<file path="src/rtl/snes_pad_pkg.sv">
// Shared SNES controller definitions: button bit map, frame length and
// the transmitter state encoding. The gamepad receiver imports the same map.
package snes_pad_pkg;

    // Length of one serial frame, in bits
    localparam int FRAME_LEN = 16;
    // Bit counter width; it must be able to hold FRAME_LEN itself
    localparam int CNT_W     = 5;

    // Button positions within the 16-bit word (1 = pressed)
    localparam int BTN_B      = 0;
    localparam int BTN_Y      = 1;
    localparam int BTN_SELECT = 2;
    localparam int BTN_START  = 3;
    localparam int BTN_UP     = 4;
    localparam int BTN_DOWN   = 5;
    localparam int BTN_LEFT   = 6;
    localparam int BTN_RIGHT  = 7;
    localparam int BTN_A      = 8;
    localparam int BTN_X      = 9;
    localparam int BTN_L      = 10;
    localparam int BTN_R      = 11;

    typedef enum logic [1:0] {
        ST_IDLE  = 2'd0,
        ST_LOAD  = 2'd1,
        ST_SHIFT = 2'd2,
        ST_TAIL  = 2'd3
    } padState_e;

    // A frame is in progress from latch capture until the last bit has shifted
    function automatic logic isBusy(input padState_e s);
        return (s == ST_LOAD) || (s == ST_SHIFT);
    endfunction

endpackage

</file>
<file path="src/rtl/snes_pad_sync.sv">
// Multi-flop synchronizer for one console pin, with registered one-cycle
// rise and fall pulses taken from the last two synchronizer stages.
// STAGES must be at least 2.
module snes_pad_sync #(
    parameter int   STAGES     = 2,
    parameter logic IDLE_LEVEL = 1'b0
) (
    input  logic clk,
    input  logic rst,
    input  logic pin_i,
    output logic rise_o,
    output logic fall_o
);

    logic [STAGES-1:0] sync_q;
    logic              rise_q;
    logic              fall_q;

    // Shift the pin through the chain; reset parks it at the idle level so
    // the first cycles after release never report a phantom edge
    always_ff @(posedge clk) begin
        if (rst) begin
            sync_q <= {STAGES{IDLE_LEVEL}};
            rise_q <= 1'b0;
            fall_q <= 1'b0;
        end else begin
            sync_q <= {sync_q[STAGES-2:0], pin_i};
            rise_q <= sync_q[STAGES-2] & ~sync_q[STAGES-1];
            fall_q <= ~sync_q[STAGES-2] & sync_q[STAGES-1];
        end
    end

    assign rise_o = rise_q;
    assign fall_o = fall_q;

endmodule

</file>
<file path="src/rtl/snes_pad_tx.sv">
// SNES controller-side transmitter: captures a staged button word on the
// console latch and shifts it out active-low on each console clock rise.
module snes_pad_tx
    import snes_pad_pkg::*;
#(
    parameter int   SYNC_STAGES = 2,
    parameter logic TAIL_LEVEL  = 1'b0
) (
    input  logic        clk,
    input  logic        rst,
    input  logic [15:0] buttons,
    input  logic        buttons_we,
    input  logic        pad_latch,
    input  logic        pad_clk,
    output logic        pad_data,
    output logic        busy,
    output logic        frame_done,
    output logic        stale
);

    localparam logic [CNT_W-1:0] LAST_BIT = CNT_W'(FRAME_LEN - 1);
    localparam logic [CNT_W-1:0] FULL_CNT = CNT_W'(FRAME_LEN);

    padState_e        state_q, state_d;
    logic [15:0]      staging_q, staging_d;
    logic [15:0]      shiftReg_q, shiftReg_d;
    logic [CNT_W-1:0] bitCnt_q, bitCnt_d;
    logic             padData_q, padData_d;
    logic             frameDone_q, frameDone_d;
    logic             stale_q, stale_d;

    logic latchRise;
    logic latchFall;
    logic clkRise;
    // The console samples data on clock falls, so the transmitter never acts on them
    logic unusedClkFall;
    logic busyNow;

    snes_pad_sync #(
        .STAGES     (SYNC_STAGES),
        .IDLE_LEVEL (1'b0)
    ) u_latchSync (
        .clk    (clk),
        .rst    (rst),
        .pin_i  (pad_latch),
        .rise_o (latchRise),
        .fall_o (latchFall)
    );

    snes_pad_sync #(
        .STAGES     (SYNC_STAGES),
        .IDLE_LEVEL (1'b1)
    ) u_clkSync (
        .clk    (clk),
        .rst    (rst),
        .pin_i  (pad_clk),
        .rise_o (clkRise),
        .fall_o (unusedClkFall)
    );

    assign busyNow = isBusy(state_q);

    // State, shift register, counter and flags: next values from the pin edges
    always_comb begin
        state_d     = state_q;
        staging_d   = staging_q;
        shiftReg_d  = shiftReg_q;
        bitCnt_d    = bitCnt_q;
        frameDone_d = 1'b0;
        stale_d     = stale_q;

        if (buttons_we) begin
            staging_d = buttons;
            if (busyNow) begin
                stale_d = 1'b1;
            end
        end

        case (state_q)
            ST_LOAD: begin
                if (latchFall) begin
                    state_d = ST_SHIFT;
                end else begin
                    shiftReg_d = staging_q;
                end
            end
            ST_SHIFT: begin
                if (clkRise) begin
                    shiftReg_d = shiftReg_q >> 1;
                    if (bitCnt_q < FULL_CNT) begin
                        bitCnt_d = bitCnt_q + CNT_W'(1);
                    end
                    if (bitCnt_q == LAST_BIT) begin
                        state_d     = ST_TAIL;
                        frameDone_d = 1'b1;
                    end
                end
            end
            default: begin
            end
        endcase

        // A new latch always wins: it captures the old staging word and
        // abandons whatever frame was in flight
        if (latchRise) begin
            shiftReg_d  = staging_q;
            bitCnt_d    = '0;
            state_d     = ST_LOAD;
            frameDone_d = 1'b0;
            stale_d     = buttons_we;
        end
    end

    // Output data level for the next cycle, taken from the current state and bit
    always_comb begin
        padData_d = 1'b1;
        case (state_q)
            ST_LOAD, ST_SHIFT: padData_d = ~shiftReg_q[0];
            ST_TAIL:           padData_d = TAIL_LEVEL;
            default:           padData_d = 1'b1;
        endcase
    end

    // Register everything; synchronous reset returns to an idle, all-released pad
    always_ff @(posedge clk) begin
        if (rst) begin
            state_q     <= ST_IDLE;
            staging_q   <= '0;
            shiftReg_q  <= '0;
            bitCnt_q    <= '0;
            padData_q   <= 1'b1;
            frameDone_q <= 1'b0;
            stale_q     <= 1'b0;
        end else begin
            state_q     <= state_d;
            staging_q   <= staging_d;
            shiftReg_q  <= shiftReg_d;
            bitCnt_q    <= bitCnt_d;
            padData_q   <= padData_d;
            frameDone_q <= frameDone_d;
            stale_q     <= stale_d;
        end
    end

    assign pad_data   = padData_q;
    assign busy       = busyNow;
    assign frame_done = frameDone_q;
    assign stale      = stale_q;

endmodule

</file>
<file path="config.mk">
export PLATFORM = sky130hd
export DESIGN_NAME = snes_pad_tx
export DESIGN_NICKNAME = d
export VERILOG_FILES = /design/src/rtl/snes_pad_pkg.sv /design/src/rtl/snes_pad_sync.sv /design/src/rtl/snes_pad_tx.sv
export SDC_FILE = /design/constraint.sdc
export NUM_CORES = 1
export LEC_CHECK = 0
export ABC_CLOCK_PERIOD_IN_PS = 2300
export CELL_PAD_IN_SITES_DETAIL_PLACEMENT = 0
export CELL_PAD_IN_SITES_GLOBAL_PLACEMENT = 1
export CORE_AREA = 2 2 73 75
export CTS_CLUSTER_DIAMETER = 100
export DETAILED_ROUTE_END_ITERATION = 10
export DIE_AREA = 0 0 75 77
export HOLD_SLACK_MARGIN = 0.15
export PLACE_DENSITY_LB_ADDON = 0.25
export RECOVER_POWER = 50
export SYNTH_ARGS = -nofsm -noshare
export SYNTH_HDL_FRONTEND = slang
export SYNTH_HIERARCHICAL = 1
export SYNTH_SLANG_ARGS = --single-unit
</file>
<file path="constraint.sdc">
create_clock -name clk -period 2.3 [get_ports clk]
set_input_delay 0.23 -clock clk [delete_from_list [all_inputs] [get_ports clk]]
set_output_delay 0.23 -clock clk [all_outputs]
set_load 0.005 [all_outputs]
</file>
==> impl_results.md <==
* Max Cap Viol at 0
* Setup TNS at 0 ns
* Iter 0 DRT Violations at between 80 and 90
* Critical path's largest stage delay at approximately 0.50 ns
* Final Max Tran Viols at 0
* CP startpoint kind: flop
* Outcome: complete, no violations
* Die Wd at 75 um
* Synthesized area at 2070 um^2
* First-pass DRT Iterations at 3
* Most used cell along the critical path: inv_1
* Clk root buf: clkbuf_8
* Layout cells sized above 1 at 12.8%
* CP Class: reg2out
* Crit path cell chain: inv_1, ha_1, inv_1, clkdlybuf4s50_1
* Clock latency on the worst-skew pair at 0.29 ns
* Via count at between 1,000 and 1,500
* Drt drc at 0
* CP Capture Type: primary output
* Final GP Congestion at 0.753
* Crit-path leading delay family: buffers and inverters
* Post-CTS setup buffers at 0
* DP Wirelength at 2340 um
* Area grow syn2layout at 16.3%
* First-pass GRT wire length at 6070 um
* Antenna violations before repair at 0
* Final setup margin at 0.402 ns
* CTS tree: built
* Core Box Area at ~5000 um^2
* Wire length per cell at 12.0 um
* DRT Wirelength at 3470 um
* CTS max path bufs at 2
* Nets at 244
* H-tree depth at 2
* Avg Inst Size Synth at about 10 um^2
* Slew margin rel. at 16.8%
* CTS-repair resized insts at 0
* RSZ-0062 raised after global routing: no
* Vias per inst at about 4.8
* Pin count of the biggest net entering global routing at 50
* Final ANT Viol Nets at 0
* DIE HEIGHT at roughly 77 um
* Worst min-delay path category: in2reg
* Crit path buffers/inverters at 3
* Fmax at roughly 0.53 GHz
* Initial Utilization at around two fifths
* Vias in the first global route at 1,356
* Clock Sinks at 49
* Global Route Usage Sum at 13.6%
* YS warnings at 6
* Finish-stage setup viols at 0
* Remaining global-route overflow at 0
* Worst-path clk slew at 0.08 ns
* Fin Clk Skew at 0.00639 ns
* Antenna cells at 0
* Power Density at 670 nW/um^2
* PortBufs at 24
* Syn_nets at 224
* VDD IR max at 0.378 mV
* Cts bufs inserted at 5
* Worst path slowest cell: clkdlybuf4s50_1
* CP Max Fanout at 4
* Hold WS at 0.374 ns
* # hold bufs at CTS at 0
* Leak pwr at about 0.9 nW
* CP Data Arrival Time at 1.67 ns
* Min cycle time layout at 1.90 ns
* WP data required at 2.07 ns
* Worst-Margin Slew at about 1.2 ns
* Post-Synthesis Cells at approximately 200
* Die area at 5780 um^2
* Placement Rows at 26
* Fin crit share at 82.5%
* Pre-CTS setup slack at around 0.42 ns
* Io pins at 25
* Final Hold Fails at 0
[cells in the final DEF (no fill, tap or decap), types with 2 or more instances in the layout]
master and instances:
clkbuf_1 2, a21oi_1 4, dlygate4sd3_1 3, nor2_1 34, nor3b_1 3, o21ai_0 3
clkbuf_8 5, nor3_1 7, clkdlybuf4s50_1 20, a211oi_2 15, ha_1 5, mux2i_1 33
xor2_1 2, or2_1 2, nor2b_1 4, inv_1 5, nand2_1 4, dfxtp_1 49
clkinv_2 2, a21o_1 2, buf_4 2
[final cells by class]
| cell class | instances | area (um^2) |
|---|---|---|
| multi-input cells | 129 | 970 |
| well taps | 70 | 87.6 |
| clock buffers | 6 | 72.6 |
| inverters | 5 | 18.8 |
| fillers | 493 | 2560 |
| clock inverters | 2 | 10.0 |
| repair buffers | 28 | 274 |
| flip-flops and latches | 49 | 981 |
[state kept, by name (all words and copies together) (netlist names)]
register            cells
bitCnt_q                5
frame_done              1
pad_data                1
shiftReg_q             16
staging_q              16
stale                   1
state_q                 2
u_clkSync/rise_o        1
u_clkSync/sync_q        2
u_latchSync/fall_o      1
u_latchSync/rise_o      1
u_latchSync/sync_q      2
[worst paths after layout]
path | from | endpoint | slack, ns | cells past startpoint
max | state_q[0] | busy | 0.40 | 4
min | rst | staging_q[10] | 0.37 | 3
max reg2reg | state_q[0] | shiftReg_q[9] | 0.41 | 7
min reg2reg | u_clkSync/sync_q[1] | u_clkSync/rise_o | 0.39 | 1
[worst register-to-register path, cell delays in order, from the launching register on]
cell	delay (ns)
dfxtp_1	0.40
inv_1	0.08
ha_1	0.30
mux2_4	0.34
a21o_1	0.17
buf_4	0.24
nor2_1	0.18
a211oi_2	0.06
[power by group]
group / total, mW / switching, mW / internal (mW)
combinational: 0.222 / 0.106 / 0.116
clock: 0.471 / 0.260 / 0.211
sequential: 0.924 / 0.0284 / 0.896
[metal layers]
layer  share of wire (%)  track usage [%]  wire length (um)  vias to the layer above
met2                  49             21.9              1700                       18
met5                   0                0                 0                        -
met3                 3.4             4.34               119                        4
met1                  46             17.0              1610                      645
met4                 1.1             4.29                38                        0
li1                    -                -                 -                      717
[stage by stage]
stage	cell area, um^2	utilization (%)	total power, mW	cells
after floorplan	2070	-	1.11	198
after detailed placement	2340	47.1	1.17	281
after global routing	2410	48.5	1.71	289
after global placement	2340	47.1	1.16	281
after CTS	2430	48.8	1.65	289
final	2410	48.5	1.62	289
Note: power is estimated with default switching activity, not from simulation.
